`config.mk`:
```
export PLATFORM = sky130hd
export DESIGN_NAME = idct8_transpose_buf
export DESIGN_NICKNAME = d
export VERILOG_FILES = /design/src/rtl/idct8_transpose_buf.sv
export SDC_FILE = /design/constraint.sdc
export NUM_CORES = 2
export LEC_CHECK = 0
export BUFFER_PORTS_ARGS = -buffer_cell sky130_fd_sc_hd__buf_2
export CAP_MARGIN = 40
export CELL_PAD_IN_SITES_DETAIL_PLACEMENT = 0
export CELL_PAD_IN_SITES_GLOBAL_PLACEMENT = 2
export CORE_AREA = 4 4 559 561
export DETAILED_ROUTE_END_ITERATION = 8
export DIE_AREA = 0 0 563 565
export PLACE_DENSITY = 0.86
export RECOVER_POWER = 50
export SYNTH_ARGS = -nofsm -noshare
export SYNTH_HDL_FRONTEND = slang
export SYNTH_SLANG_ARGS = --single-unit
```
`constraint.sdc`:
```
create_clock -name clk -period 11.6 [get_ports clk]
set_clock_uncertainty 0.2 [all_clocks]
set_input_delay 1.16 -clock clk [delete_from_list [all_inputs] [get_ports clk]]
set_output_delay 1.16 -clock clk [all_outputs]
set_load 0.005 [all_outputs]
```
`src/rtl/idct8_transpose_buf.sv`:
```
// idct8_transpose_buf
//   8x8 ping-pong transpose buffer between the row and column passes of the
//   8-point IDCT. Rows arrive one per accepted beat on data_in_1..8, where
//   lane k is column k-1. Once a block of 8 rows is complete, it leaves
//   column by column on data_out_1..8, where lane k is row k-1. While one
//   bank is being read, the other bank is being written.
//
// Optional feature macro: IDCT_MID_SHIFT_EN
//   When defined, each lane is stored as clip16((x + 64) >>> 7),
//   sign-extended to DATA_W. When undefined, lanes pass through bit-exact.
//
// Ports:
//   clk                  rising-edge clock
//   reset                asynchronous, active-high reset
//   in_valid             a row beat is present on data_in_1..8
//   data_in_1..8         row lanes (signed, DATA_W bits)
//   out_valid            a column beat is present on data_out_1..8
//   blk_first            high with column 0 of each block
//   data_out_1..8        column lanes (signed, DATA_W bits); hold when idle
module idct8_transpose_buf #(
    parameter int DATA_W = 25,
    parameter int N      = 8
) (
    input  logic              clk,
    input  logic              reset,
    input  logic              in_valid,
    input  logic [DATA_W-1:0] data_in_1,
    input  logic [DATA_W-1:0] data_in_2,
    input  logic [DATA_W-1:0] data_in_3,
    input  logic [DATA_W-1:0] data_in_4,
    input  logic [DATA_W-1:0] data_in_5,
    input  logic [DATA_W-1:0] data_in_6,
    input  logic [DATA_W-1:0] data_in_7,
    input  logic [DATA_W-1:0] data_in_8,
    output logic              out_valid,
    output logic              blk_first,
    output logic [DATA_W-1:0] data_out_1,
    output logic [DATA_W-1:0] data_out_2,
    output logic [DATA_W-1:0] data_out_3,
    output logic [DATA_W-1:0] data_out_4,
    output logic [DATA_W-1:0] data_out_5,
    output logic [DATA_W-1:0] data_out_6,
    output logic [DATA_W-1:0] data_out_7,
    output logic [DATA_W-1:0] data_out_8
);

    localparam int RowW = $clog2(N);
    localparam logic [RowW-1:0] LastIdx = RowW'(N - 1);

    typedef enum logic {
        st_idle,
        st_read
    } state_t;

    // Lane transform applied on the write path.
    function automatic logic [DATA_W-1:0] lane_xform(input logic [DATA_W-1:0] x);
`ifdef IDCT_MID_SHIFT_EN
        logic signed [DATA_W:0] sum;
        logic signed [DATA_W:0] rnd;
        logic signed [DATA_W:0] sh;
        logic signed [DATA_W:0] hi;
        logic signed [DATA_W:0] lo;
        rnd = (DATA_W + 1)'(64);
        hi  = (DATA_W + 1)'(32767);
        lo  = (DATA_W + 1)'(-32768);
        // One guard bit keeps the rounding add from overflowing.
        sum = {x[DATA_W-1], x};
        sum = sum + rnd;
        sh  = sum >>> 7;
        if (sh > hi) begin
            sh = hi;
        end else if (sh < lo) begin
            sh = lo;
        end
        return sh[DATA_W-1:0];
`else
        return x;
`endif
    endfunction

    logic [DATA_W-1:0] din   [N];
    logic [DATA_W-1:0] wdata [N];
    logic [DATA_W-1:0] dout_q[N];

    // Bank contents carry no reset; only the control state is cleared.
    logic [DATA_W-1:0] mem [2][N][N];

    logic [RowW-1:0] wr_row_q;
    logic            wr_bank_q;
    logic            blk_done;

    state_t          state_q, state_d;
    logic            rd_bank_q, rd_bank_d;
    logic [RowW-1:0] rd_col_q, rd_col_d;
    logic            pending_q, pending_d;

    assign din[0] = data_in_1;
    assign din[1] = data_in_2;
    assign din[2] = data_in_3;
    assign din[3] = data_in_4;
    assign din[4] = data_in_5;
    assign din[5] = data_in_6;
    assign din[6] = data_in_7;
    assign din[7] = data_in_8;

    assign data_out_1 = dout_q[0];
    assign data_out_2 = dout_q[1];
    assign data_out_3 = dout_q[2];
    assign data_out_4 = dout_q[3];
    assign data_out_5 = dout_q[4];
    assign data_out_6 = dout_q[5];
    assign data_out_7 = dout_q[6];
    assign data_out_8 = dout_q[7];

    always_comb begin
        for (int c = 0; c < N; c++) begin
            wdata[c] = lane_xform(din[c]);
        end
    end

    // The edge that accepts the last row of a block hands that bank to the read side.
    assign blk_done = in_valid && (wr_row_q == LastIdx);

    // Write side
    always_ff @(posedge clk) begin
        if (in_valid) begin
            for (int c = 0; c < N; c++) begin
                mem[wr_bank_q][wr_row_q][c] <= wdata[c];
            end
        end
    end

    always_ff @(posedge clk or posedge reset) begin
        if (reset) begin
            wr_row_q  <= '0;
            wr_bank_q <= 1'b0;
        end else if (in_valid) begin
            wr_row_q <= wr_row_q + 1'b1;
            if (wr_row_q == LastIdx) begin
                wr_bank_q <= ~wr_bank_q;
            end
        end
    end

    // Read side
    always_ff @(posedge clk or posedge reset) begin
        if (reset) begin
            state_q   <= st_idle;
            rd_bank_q <= 1'b0;
            rd_col_q  <= '0;
            pending_q <= 1'b0;
        end else begin
            state_q   <= state_d;
            rd_bank_q <= rd_bank_d;
            rd_col_q  <= rd_col_d;
            pending_q <= pending_d;
        end
    end

    always_comb begin
        state_d   = state_q;
        rd_bank_d = rd_bank_q;
        rd_col_d  = rd_col_q;
        pending_d = pending_q;
        unique case (state_q)
            st_idle: begin
                if (blk_done) begin
                    state_d   = st_read;
                    rd_bank_d = wr_bank_q;
                    rd_col_d  = '0;
                end
            end
            st_read: begin
                rd_col_d = rd_col_q + 1'b1;
                if (rd_col_q == LastIdx) begin
                    // Only two banks exist, so the next completed bank is always the other one.
                    if (pending_q || blk_done) begin
                        rd_bank_d = ~rd_bank_q;
                        rd_col_d  = '0;
                        pending_d = 1'b0;
                    end else begin
                        state_d = st_idle;
                    end
                end else if (blk_done) begin
                    pending_d = 1'b1;
                end
            end
            default: begin
                state_d = st_idle;
            end
        endcase
    end

    // Registered column output; data holds while idle.
    always_ff @(posedge clk or posedge reset) begin
        if (reset) begin
            out_valid <= 1'b0;
            blk_first <= 1'b0;
            for (int k = 0; k < N; k++) begin
                dout_q[k] <= '0;
            end
        end else begin
            out_valid <= (state_q == st_read);
            blk_first <= (state_q == st_read) && (rd_col_q == '0);
            if (state_q == st_read) begin
                for (int k = 0; k < N; k++) begin
                    dout_q[k] <= mem[rd_bank_q][k][rd_col_q];
                end
            end
        end
    end

endmodule
```
==> results.env <==
PLACE_INST=13300
COMB_POWER_SHARE_PCT=28.8
RUN_STATUS='finished, violations left'
MAPPEDNETLISTAREA_SQ_UM=141000
SYNTH.YOSYS.SEQ_AREA_SHARE_PCT=71.9
POWER.SHARE.CLOCK_PCT=28.2
GROUTE.USAGE.OVERALL_PCT=30.4
POST_SYNTH_INST_COUNT=9290
IO_BUFFER_COUNT=404
FLOORPLAN.IO_PINS=405
MAXIMUM_NUMBER_OF_PINS_ON_ONE_NET_BEFORE_GLOBAL_ROUTE_REPAIR=177
WORST_EP_REQUIRED_TIME_NS=11.75
TNS_NS=0
CLOCK_TREE.BUFFER_DEPTH=4
CTS_HOLD_BUF=0
FINAL-MAX-SLEW-VIOLATION-COUNT=2148
NETSWITCHINGFRACTION_PCT=33.5
LAYOUT.CELLS.MOST_COMMON_LIST='sky130_fd_sc_hd__edfxtp_1, sky130_fd_sc_hd__nand2_1, sky130_fd_sc_hd__mux2i_1'
GPL.FINAL_WEIGHTED_CONGESTION=0.845
LEAKAGE_uW=0.0544
FINAL_NET_COUNT=9747
CTS_ROOT_BUFFER='sky130_fd_sc_hd__clkbuf_16'
WL_MET3_UM=67400
GRT_FIRST_PASS_WIRELENGTH_UM=667000
FIN_WORST_HOLD_SLACK_NS=0.293
CTSRESIZECOUNT=0
OVERFLOW=0
IR_DROP_mV=0.258
CAP_VIOLATIONS=60
NETSWITCHINGPOWER_uW=12900
FINALHOLDVIOLATIONS=0
FIN_CRIT_SH_PCT=64.2
POST_CTS.REPAIR.SETUP_BUFFERS=0
CTS.SINKS=3412
MAX_SLEW_MARGIN_PCT=-217
DOMINANTREGCELLSYNTH='sky130_fd_sc_hd__edfxtp_1'
FIRST_PASS_ITERS=7
ARRIVAL_NS=7.60
DRT_ITER0_MARKERS=14400
SEQ_POWER_SHARE_PCT=43.0
STDCELL_COUNT=14000
SYNTH_ASYNC_SR_FLOP_SHARE_PCT=6.21
FP.DIEAREA_SQ_UM=318000
FAILING_CHECKS='max-capacitance violations, max-slew violations'
INTERNAL_POWER_uW=25600
STARTING_DENSITY_OF_THE_CORE_PCT=45.8
LAYOUT_COMMONEST_CELL='sky130_fd_sc_hd__edfxtp_1'
DR_WL_MET2_UM=222000
ROUTED-VIA-COUNT=86400
SYNTH_ENABLE_FLOP_CELLS=3200
WORST-SETUP-PATH-TYPE='reg -> reg'
DIE_Y_UM=565
CTS.REPORTEDPATHS.CLKPINSLEW_NS=0.06
POSTSYNTHREGISTERBITS=3412
VIAS_IN_THE_FIRST_GLOBAL_ROUTE=83400
NUM_CTS_BUFFERS=342
DETAILED_PLACE_HPWL_UM=301000
YOSYS_WARNINGS=0
SYNTH_LARGEST_AREA_CELL='sky130_fd_sc_hd__edfxtp_1'
TRITONCTS='built'
VIASPERCELL=6.16
DRT_WL_TOTAL_UM=491000
FINALCRITICALPERIOD_NS=7.45
MAXUSEDROUTINGLAYER='met5'
MET1_LENGTH_UM=169000
CTS_MAX_LEVEL=5
STD_CELL_ROWS=204
ROUTE.DETAILED.DRC=0
FINALSETUPVIOLATIONS=0
WORST_SKEW_PAIR.LATE_LATENCY_NS=0.90
HOLDCRITPATHCLASS='reg -> reg'
SYN_NETS=9498
SYNTHTOLAYOUTAREAGROWTH_PCT=12.5
WL_PER_CELL_UM=35.0
COREAREA_SQ_UM=308000
DIE_WIDTH_UM=563
CP_MAX_FO=165
ANTENNA_FOUND_INITIAL=138
SYNTH_CELL_TYPES=38
RSZ0062_AT_GRT='false'
ELEMENT_TYPE_AT_THE_CRITICAL_PATH_END='flip-flop'
DRIVE_ABOVE_1_SHARE_PCT=14.6
SYNTH_AREA_LEADERS='sky130_fd_sc_hd__edfxtp_1, sky130_fd_sc_hd__nand2_1, sky130_fd_sc_hd__mux4_2'
ANTENNA_VIOLATING_NETS_POST_ROUTE=0
CELLPOWERDENSITY_nW_PER_UM2=243
SYNTH_LARGEST_TYPE_AREA_FRACTION_PCT=68.1
TIGHTEST_SLEW_NS=4.75
FMAXACHIEVABLE_MHz=134
POSTSYNTHAREAPERCELL_SQ_UM=15.2
START_KIND='flip-flop'
==> cell families after synthesis <==
logic type	Yosys count	share of synthesized area, %
flops	3412	71.9
xor+xnor	2	0.0124
mux	1292	13.7
compound gates	701	3.40
buf+inv	714	2.43
simple gates	3164	8.48
fa+ha+maj	5	0.0444
==> synth_stat cells (all sizes together), types with 2 or more instances <==
cell,instances
inv,3
clkbuf,172
ha,5
nand2,3111
edfxtp,3200
a32oi,144
a22oi,188
and2,9
dfrtp,212
nand2b,4
buf,538
a222oi,52
mux4,512
a21oi,107
mux2,7
nand3,6
nor3,2
o31ai,2
mux2i,773
o21ai,199
nor2b,6
o22ai,8
and3,3
nor2,21
==> layout make-up <==
cell class / instances / area (sq um)
Fill cell: 25300 / 149000
Timing Repair Buffer: 615 / 4660
Clock inverter: 153 / 1410
Multi-Input combinational cell: 5164 / 36300
Tap cell: 4120 / 5150
Sequential cell: 3412 / 101000
Clock buffer: 467 / 9410
Antenna cell: 87 / 218
Inverter: 4 / 31.3
==> state kept, by name, indices dropped and copies added (netlist names) <==
register and count:
wr_bank_q 1, data_out_6 25, wr_row_q 3, data_out_2 25, rd_bank_q 1, data_out_1 25
pending_q 1, out_valid 1, data_out_3 25, data_out_5 25, data_out_4 25, data_out_7 25
data_out_8 25, blk_first 1, state_q 1, rd_col_q 3, mem 3200
==> worst paths after layout <==
| check | from | to | slack, ns | depth (start not counted) |
|---|---|---|---|---|
| max reg2reg | wr_row_q[1]$_DFFE_PP0P_ | mem[0][970]$_DFFE_PP_ | 4.15 | 5 |
| min | data_out_2[15]$_DFFE_PP0P_ | data_out_2[15]$_DFFE_PP0P_ | 0.29 | 2 |
| max | wr_row_q[1]$_DFFE_PP0P_ | mem[0][970]$_DFFE_PP_ | 4.15 | 5 |
| min reg2reg | data_out_2[15]$_DFFE_PP0P_ | data_out_2[15]$_DFFE_PP0P_ | 0.29 | 2 |
| min in group asynchronous | reset | data_out_8[6]$_DFFE_PP0P_ | 1.46 | 2 |
| max in group asynchronous | reset | data_out_6[0]$_DFFE_PP0P_ | 4.38 | 5 |
==> per-layer routing <==
layer	GRT usage, %	vias to the layer above
met5	0	-
met4	16.8	24
met3	8.23	997
met2	46.5	5991
met1	39.8	44100
li1	-	35300
==> power groups by stage <==
stage | logic [uW] | clock network [uW] | registers [uW]
floorplan | 6720 | 0 | 16500
global placement | 10500 | 0 | 16800
detailed placement | 11100 | 0 | 16800
CTS | 11100 | 10900 | 16600
global route | 11700 | 11500 | 16700
finish | 11100 | 10900 | 16600
==> critical path, stage by stage (launching register included) <==
cell                       delay [ns]
sky130_fd_sc_hd__dfrtp_1         0.58
sky130_fd_sc_hd__nor2b_1         0.32
sky130_fd_sc_hd__nand3_2         0.11
sky130_fd_sc_hd__nor2_1          0.65
sky130_fd_sc_hd__clkbuf_1        1.30
sky130_fd_sc_hd__clkbuf_2        3.20
==> through the flow <==
step	power, uW	util (%)	worst slack (ns)	cell area, sq um
after global routing	39800	51.5	3.73	158000
after global placement	27300	47.5	6.40	146000
final	38500	51.5	4.15	159000
after CTS	38600	51.7	7.11	159000
after detailed placement	27900	48.2	6.45	148000
after floorplan	23200	-	0.255	141000
No activity file was read; power rests on OpenSTA's default activity.
